File: config.mk
export PLATFORM = sky130hd
export DESIGN_NAME = rstseqctrl_flat
export DESIGN_NICKNAME = d
export VERILOG_FILES = /design/src/rtl/rstseqctrl_pkg.sv /design/src/rtl/rstseqctrl_if.sv /design/src/rtl/rstseqctrl.sv /design/src/flat_wrapper.sv
export SDC_FILE = /design/constraint.sdc
export NUM_CORES = 1
export LEC_CHECK = 0
export ABC_AREA = 1
export CAP_MARGIN = 0
export CORE_UTILIZATION = 40
export DETAILED_ROUTE_END_ITERATION = 8
export GPL_ROUTABILITY_DRIVEN = 0
export RECOVER_POWER = 25
export SYNTH_ARGS = -nofsm -noshare
export SYNTH_HDL_FRONTEND = slang
export SYNTH_SLANG_ARGS = --single-unit
File: constraint.sdc
create_clock -name clk_i -period 1.6 [get_ports clk_i]
set_clock_uncertainty 0.05 [all_clocks]
set_input_delay 0.16 -clock clk_i [delete_from_list [all_inputs] [get_ports clk_i]]
set_output_delay 0.16 -clock clk_i [all_outputs]
set_load 0.005 [all_outputs]
File: src/rtl/rstseqctrl_pkg.sv
// ---------------------------------------------------------------------------
// rstseqctrl_pkg
//   Shared encodings for the reset/power sequencer. The cause codes are the
//   values reported on cause_o and are also what devtbl INFO readback and
//   software decode, so they must stay stable.
//   Contents:
//     cause_e       - sequence cause codes (RSQ_NONE .. RSQ_RRESET)
//     state_e       - sequencer state encodings
//     rsq_decode    - turns sampled devtbl action outputs into a cause
//     rsq_holds_dev - 1 when a cause also holds the device reset
// ---------------------------------------------------------------------------
package rstseqctrl_pkg;

  typedef enum logic [2:0] {
    RSQ_NONE   = 3'd0,
    RSQ_PWROFF = 3'd1,
    RSQ_WRESET = 3'd2,
    RSQ_CRESET = 3'd3,
    RSQ_RRESET = 3'd4
  } cause_e;

  typedef enum logic [2:0] {
    ST_IDLE   = 3'd0,
    ST_DRAIN  = 3'd1,
    ST_HOLD   = 3'd2,
    ST_RELDEV = 3'd3,
    ST_OFF    = 3'd4
  } state_e;

  localparam logic [1:0] LVL_NONE = 2'b00;

  // A level code only counts when it differs from last cycle's level and is
  // non-zero. Level codes (PWROFF/CRESET/WRESET) outrank the RRESET pulse;
  // PWROFF and CRESET are distinct codes so they can never collide.
  function automatic cause_e rsq_decode(input logic [1:0] lvl_now,
                                        input logic [1:0] lvl_prev,
                                        input logic       rst2);
    cause_e c;
    c = RSQ_NONE;
    if ((lvl_now != lvl_prev) && (lvl_now != LVL_NONE)) begin
      case (lvl_now)
        2'b01:   c = RSQ_PWROFF;
        2'b10:   c = RSQ_WRESET;
        2'b11:   c = RSQ_CRESET;
        default: c = RSQ_NONE;
      endcase
    end else if (rst2) begin
      c = RSQ_RRESET;
    end else begin
      c = RSQ_NONE;
    end
    return c;
  endfunction

  // WRESET/RRESET keep devices (and devtbl state) alive across the sequence.
  function automatic logic rsq_holds_dev(input cause_e c);
    return (c == RSQ_PWROFF) || (c == RSQ_CRESET);
  endfunction

endpackage

File: src/rtl/rstseqctrl_if.sv
// ---------------------------------------------------------------------------
// rstseqctrl_if
//   Groups the sequencer's devtbl/bus-side signals.
//   slave  (sequencer side): inputs  rst0_i, rst1_i, rst2_i, drained_i
//                            outputs busstall_o, cpurst_o, devrst_o,
//                                    pwroff_o, busy_o, cause_o, tmo_o
//   master (environment side): the same signals with directions reversed.
// ---------------------------------------------------------------------------
interface rstseqctrl_if;
  import rstseqctrl_pkg::*;

  logic   rst0_i;
  logic   rst1_i;
  logic   rst2_i;
  logic   drained_i;
  logic   busstall_o;
  logic   cpurst_o;
  logic   devrst_o;
  logic   pwroff_o;
  logic   busy_o;
  cause_e cause_o;
  logic   tmo_o;

  modport slave (
    input  rst0_i, rst1_i, rst2_i, drained_i,
    output busstall_o, cpurst_o, devrst_o, pwroff_o, busy_o, cause_o, tmo_o
  );

  modport master (
    output rst0_i, rst1_i, rst2_i, drained_i,
    input  busstall_o, cpurst_o, devrst_o, pwroff_o, busy_o, cause_o, tmo_o
  );

endinterface

File: src/rtl/rstseqctrl.sv
// ---------------------------------------------------------------------------
// rstseqctrl
//   Reset/power sequencer fed by devtbl's action outputs. On an accepted event
//   it stalls the bus, waits for outstanding traffic to drain (bounded by
//   DRAINTMO), holds resets for HOLDCYC cycles, then releases devices first
//   and cores STAGEGAP cycles later. PWROFF ends in a terminal OFF state.
//   Ports:
//     clk_i   - clock
//     rstn_i  - asynchronous active-low reset (power-on runs a CRESET release)
//     bus     - rstseqctrl_if.slave: devtbl levels/pulse, drain status in;
//               stall, core/device reset, power-off, busy, cause, timeout out
//   Parameters: HOLDCYC, STAGEGAP, DRAINTMO (all >= 1).
// ---------------------------------------------------------------------------
module rstseqctrl
  import rstseqctrl_pkg::*;
#(
  parameter int HOLDCYC  = 16,
  parameter int STAGEGAP = 4,
  parameter int DRAINTMO = 1024
) (
  input  logic          clk_i,
  input  logic          rstn_i,
  rstseqctrl_if.slave   bus
);

  localparam int MAX_HS = (HOLDCYC > STAGEGAP) ? HOLDCYC : STAGEGAP;
  localparam int MAXCYC = (MAX_HS > DRAINTMO) ? MAX_HS : DRAINTMO;
  localparam int CNTW   = $clog2(MAXCYC) + 1;

  localparam logic [CNTW-1:0] HOLD_LAST  = CNTW'(HOLDCYC - 1);
  localparam logic [CNTW-1:0] GAP_LAST   = CNTW'(STAGEGAP - 1);
  localparam logic [CNTW-1:0] DRAIN_LAST = CNTW'(DRAINTMO - 1);
  localparam logic [CNTW-1:0] CNT_MAX    = {CNTW{1'b1}};

  state_e          state_q, state_d;
  cause_e          cause_q, cause_d;
  logic [CNTW-1:0] cnt_q, cnt_d;
  logic [1:0]      lvl_q, lvl_d;
  logic            tmo_q, tmo_d;
  logic            busstall_q, busstall_d;
  logic            cpurst_q, cpurst_d;
  logic            devrst_q, devrst_d;
  logic            pwroff_q, pwroff_d;
  logic            busy_q, busy_d;
  cause_e          evt_s;

  assign lvl_d = {bus.rst1_i, bus.rst0_i};
  assign evt_s = rsq_decode(lvl_d, lvl_q, bus.rst2_i);

  // Next-state, cause/timeout capture and phase counter.
  always_comb begin
    state_d = state_q;
    cause_d = cause_q;
    tmo_d   = tmo_q;
    case (state_q)
      ST_IDLE: begin
        if (evt_s != RSQ_NONE) begin
          state_d = ST_DRAIN;
          cause_d = evt_s;
          tmo_d   = 1'b0;
        end else begin
          state_d = ST_IDLE;
        end
      end
      ST_DRAIN: begin
        // A drain seen on the timeout cycle wins: no timeout is flagged.
        if (bus.drained_i) begin
          state_d = ST_HOLD;
        end else if (cnt_q == DRAIN_LAST) begin
          state_d = ST_HOLD;
          tmo_d   = 1'b1;
        end else begin
          state_d = ST_DRAIN;
        end
      end
      ST_HOLD: begin
        if (cnt_q == HOLD_LAST) begin
          state_d = (cause_q == RSQ_PWROFF) ? ST_OFF : ST_RELDEV;
        end else begin
          state_d = ST_HOLD;
        end
      end
      ST_RELDEV: begin
        if (cnt_q == GAP_LAST) begin
          state_d = ST_IDLE;
        end else begin
          state_d = ST_RELDEV;
        end
      end
      ST_OFF: begin
        state_d = ST_OFF;
      end
      default: begin
        // Illegal encoding: recover through a full core+device reset.
        state_d = ST_HOLD;
        cause_d = RSQ_CRESET;
      end
    endcase

    // Counter restarts on every state entry and saturates instead of wrapping.
    if (state_d != state_q) begin
      cnt_d = {CNTW{1'b0}};
    end else if (cnt_q != CNT_MAX) begin
      cnt_d = cnt_q + CNTW'(1);
    end else begin
      cnt_d = cnt_q;
    end
  end

  // Output decode from the next state so every output is a flop.
  always_comb begin
    busstall_d = 1'b1;
    cpurst_d   = 1'b1;
    devrst_d   = 1'b1;
    pwroff_d   = 1'b0;
    busy_d     = 1'b1;
    case (state_d)
      ST_IDLE: begin
        busstall_d = 1'b0;
        cpurst_d   = 1'b0;
        devrst_d   = 1'b0;
        busy_d     = 1'b0;
      end
      ST_DRAIN: begin
        cpurst_d = 1'b0;
        devrst_d = 1'b0;
      end
      ST_HOLD: begin
        devrst_d = rsq_holds_dev(cause_d);
      end
      ST_RELDEV: begin
        devrst_d = 1'b0;
      end
      ST_OFF: begin
        pwroff_d = 1'b1;
      end
      default: begin
        pwroff_d = 1'b0;
      end
    endcase
  end

  // State, counter, level tracker and registered outputs.
  always_ff @(posedge clk_i or negedge rstn_i) begin
    if (!rstn_i) begin
      state_q    <= ST_HOLD;
      cause_q    <= RSQ_CRESET;
      cnt_q      <= {CNTW{1'b0}};
      lvl_q      <= 2'b00;
      tmo_q      <= 1'b0;
      busstall_q <= 1'b1;
      cpurst_q   <= 1'b1;
      devrst_q   <= 1'b1;
      pwroff_q   <= 1'b0;
      busy_q     <= 1'b1;
    end else begin
      state_q    <= state_d;
      cause_q    <= cause_d;
      cnt_q      <= cnt_d;
      lvl_q      <= lvl_d;
      tmo_q      <= tmo_d;
      busstall_q <= busstall_d;
      cpurst_q   <= cpurst_d;
      devrst_q   <= devrst_d;
      pwroff_q   <= pwroff_d;
      busy_q     <= busy_d;
    end
  end

  assign bus.busstall_o = busstall_q;
  assign bus.cpurst_o   = cpurst_q;
  assign bus.devrst_o   = devrst_q;
  assign bus.pwroff_o   = pwroff_q;
  assign bus.busy_o     = busy_q;
  assign bus.cause_o    = cause_q;
  assign bus.tmo_o      = tmo_q;

endmodule
File: src/flat_wrapper.sv
// flat-port wrapper written by rule: the top's interface ports become plain ports
module rstseqctrl_flat import rstseqctrl_pkg::*;
#(
  parameter int HOLDCYC  = 16,
  parameter int STAGEGAP = 4,
  parameter int DRAINTMO = 1024
)
  (clk_i, rstn_i, bus_rst0_i, bus_rst1_i, bus_rst2_i, bus_drained_i, bus_busstall_o, bus_cpurst_o, bus_devrst_o, bus_pwroff_o, bus_busy_o, bus_cause_o, bus_tmo_o);
  rstseqctrl_if bus_i ();
  input  logic clk_i;
  input  logic rstn_i;
  input wire logic [$bits(bus_i.rst0_i)-1:0] bus_rst0_i;
  input wire logic [$bits(bus_i.rst1_i)-1:0] bus_rst1_i;
  input wire logic [$bits(bus_i.rst2_i)-1:0] bus_rst2_i;
  input wire logic [$bits(bus_i.drained_i)-1:0] bus_drained_i;
  output wire logic [$bits(bus_i.busstall_o)-1:0] bus_busstall_o;
  output wire logic [$bits(bus_i.cpurst_o)-1:0] bus_cpurst_o;
  output wire logic [$bits(bus_i.devrst_o)-1:0] bus_devrst_o;
  output wire logic [$bits(bus_i.pwroff_o)-1:0] bus_pwroff_o;
  output wire logic [$bits(bus_i.busy_o)-1:0] bus_busy_o;
  output wire logic [$bits(bus_i.cause_o)-1:0] bus_cause_o;
  output wire logic [$bits(bus_i.tmo_o)-1:0] bus_tmo_o;
  assign bus_i.rst0_i = bus_rst0_i;
  assign bus_i.rst1_i = bus_rst1_i;
  assign bus_i.rst2_i = bus_rst2_i;
  assign bus_i.drained_i = bus_drained_i;
  assign bus_busstall_o = bus_i.busstall_o;
  assign bus_cpurst_o = bus_i.cpurst_o;
  assign bus_devrst_o = bus_i.devrst_o;
  assign bus_pwroff_o = bus_i.pwroff_o;
  assign bus_busy_o = bus_i.busy_o;
  assign bus_cause_o = bus_i.cause_o;
  assign bus_tmo_o = bus_i.tmo_o;
  rstseqctrl #(.HOLDCYC(HOLDCYC), .STAGEGAP(STAGEGAP), .DRAINTMO(DRAINTMO)) u_core (.clk_i(clk_i), .rstn_i(rstn_i), .bus(bus_i));
endmodule
==> impl_metrics.py <==
metrics = {
    "min_path": {
        "hold_path.class": "primary input to async pin",
    },
    "die": {
        "initial_core_util": 0.4158,
        "core-area_sq_um": 3337,
        "io_pins": 15,
        "fp.dieH_um": 60.90,
        "die_x_um": 60.90,
        "row_count": 21,
        "die_area_sq_um": 3708,
    },
    "worst_setup_path": {
        "startpoint_type": "flip-flop",
        "slowest_delay_ps": 630,
        "cpLargestDelayFamily": "simple AND/OR/NAND/NOR gates",
        "cpMostUsedCell": "nand2_4",
        "worstPathArrival_ps": 1930,
        "cp_slowest_cell": "dfstp_2",
        "endpoint_kind": "flip-flop",
        "critPathMaxFanout": 8,
        "worst-path-buf-inv": 2,
        "crit_chain": "inv_1 > nor3_2 > nand2_4 > nand3_1 > nor2_2 > nor2_4 > nand2_4 > buf_12 > nor2_1",
        "path_class": "flip-flop to flip-flop",
        "critical_path_required_ps": 1820,
    },
    "synthesis": {
        "netlist_area_sq_um": 1388,
        "synth_cells": 176,
        "avgSynthCellArea_sq_um": 7.884,
        "synthMuxAreaShare": 0.008115,
        "ys_ff_latch": 24,
        "synth.yosys.seq_area_share": 0.4382,
        "synth_xor_area_frac": 0.01894,
        "syn_nets": 183,
        "synth-simple-area-share": 0.3652,
        "synthAdderAreaFrac": 0.009017,
        "synth-compound-area-share": 0.06312,
        "synth_top_family_by_area": "simple AND/OR/NAND/NOR gates",
        "yosysWarnings": 0,
        "synth_cell_types": 26,
    },
    "global_route": {
        "antenna_found_initial": 0,
        "overflow": 0,
        "grt_pass1_vias": 1285,
        "grt_pass1_wl_um": 5009,
        "track_usage": 0.1848,
        "grt_max_degree": 25,
    },
    "final_layout": {
        "final_common_cell": "buf_4",
        "diodes": 0,
        "multi_input_area_sq_um": 762.0,
        "nFillCells": 306,
        "nets": 248,
        "finish.utilization": 0.6363,
        "final_cell_mix": "buf_4, nand2_1, inv_1",
        "layout-drive-gt1-share": 0.4667,
        "register_area_sq_um": 608.1,
        "stdcell_count": 286,
        "area_delta_synth_final_pct": 53.02,
    },
    "run_status": {
        "status": "finished, violations left",
        "violations": "setup timing",
    },
    "place": {
        "dp.cells": 279,
        "port_buffers": 14,
        "dp_hpwl_um": 2440,
    },
    "run": {
        "drv_cap": 0,
    },
    "cts": {
        "clkSlewWorstSetupHoldPaths_ps": 140,
        "cts_buffer_depth": 2,
        "clock_latency_ps": 330,
        "clock_sinks": 24,
        "cts_root_buf": "clkbuf_4",
        "htreeDepth": 1,
        "cts_tree": "built",
        "ctsHoldBuffers": 0,
        "cts_buffers": 3,
    },
    "routing": {
        "drt_iter0_markers": 26,
        "routed_wl_um": 3169,
        "post-route-drc-count": 0,
        "via_per_inst": 4.612,
        "wire_per_inst_um": 11.08,
        "drtPass1Iterations": 4,
        "num_vias": 1319,
        "antenna_left": 0,
    },
    "sta": {
        "tightest_slew_ps": 590.7,
        "hold_viol_final": 0,
        "max_freq_ghz": 0.5850,
        "fin_crit_ps": 1709,
        "slew_headroom": 0.6062,
        "final_max_slew_viol_count": 0,
        "setup_violations": 12,
        "tns_ps": -1114,
        "worst_slack_ps": -109.3,
        "rsz0062_at_grt": "true",
        "post-route-period-util": 1.068,
    },
    "pwr": {
        "p_leak_uw": 0.001067,
        "ir_worst_vdd_mv": 0.6822,
        "power.density_nw_per_um2": 1410,
    },
}
registers in the layout, indices dropped and copies added (netlist names):
register,count
u_core.bus.cpurst_o,1
u_core.lvl_q,2
u_core.state_q,3
u_core.bus.busstall_o,1
u_core.bus.tmo_o,1
u_core.cnt_q,11
u_core.bus.devrst_o,1
u_core.bus.cause_o,3
u_core.bus.pwroff_o,1
kinds of logic (layout without fill, tap and decap cells):
kind of cell,count (synthesis),count (layout)
muxes,1,1
xor gates and xnor gates,3,3
adders and majority gates,1,1
and+or+nand+nor,100,100
buffers and inverters,33,97
DFF,24,24
AOI/OAI and AO/OA,14,14
routing by layer:
layer / global-route usage / routed length, um
met1: 0.1942 / 1288
met2: 0.3626 / 1752
met5: 0 / 0
met4: 0.07468 / 64
met3: 0.02772 / 65
worst paths after layout:
check | from | endpoint | slack, ps | cells after the start
worst max-delay path | u_core.state_q[1] | u_core.cnt_q[3] | -110 | 9
max in group asynchronous | rstn_i | u_core.lvl_q[0] | 830 | 2
worst min register to register | u_core.bus.tmo_o | u_core.bus.tmo_o | 470 | 1
min in group clk_i | bus_rst0_i | u_core.lvl_q[0] | 370 | 2
worst min-delay path | rstn_i | u_core.state_q[0] | 290 | 2
worst max register to register | u_core.state_q[1] | u_core.cnt_q[3] | -110 | 9
metrics by stage:
step	total power [uW]	instance area, sq um	setup WS, ps	hold WS (ps)
2_1_floorplan	1661	1418	-15.69	-185.6
3_3_place_gp	2353	1947	-136.9	425.7
3_5_place_dp	2380	1947	-214.5	447.6
4_1_cts	2879	2052	-129.4	126.7
5_1_grt	3194	2123	-223.5	348.9
6_report	2994	2123	-109.3	287.0
synthesized netlist by cell type, drive strengths merged:
library cell / number / area share
nor2: 34 / 0.14
a21oi: 1 / 0.0036
nand2: 44 / 0.13
buf: 2 / 0.014
o22ai: 1 / 0.0045
xnor2: 2 / 0.013
a32o: 1 / 0.0072
ha: 1 / 0.0090
nand4: 4 / 0.023
xor2: 1 / 0.0063
mux2: 1 / 0.0081
dfstp: 6 / 0.11
o211ai: 3 / 0.016
o21ai: 8 / 0.032
nand3: 12 / 0.043
inv: 31 / 0.084
nor3: 6 / 0.025
dfrtp: 18 / 0.32
report_power, final:
part / internal (uW) / leakage, uW / switching (uW) / total (uW)
Sequential: 771 / 0.000305 / 96.6 / 868
Combinational: 848 / 0.000734 / 825 / 1670
Clock: 254 / 0.0000279 / 200 / 453
area by class of cell:
cell class | instances | area share
clock buffers | 3 | 0.01061
clock inverters | 1 | 0.01414
inverters | 31 | 0.05598
multi-input cells | 119 | 0.3589
flip-flops and latches | 24 | 0.2864
well taps | 46 | 0.02711
repair buffers | 62 | 0.2469
repair_timing:
action / in CTS / in global routing
pin swaps: 7 / 7
buffers inserted: 1 / 2
gates resized for setup: 15 / 17
setup endpoints to repair: 15 / 18
Note: power is estimated with default switching activity, not from simulation.
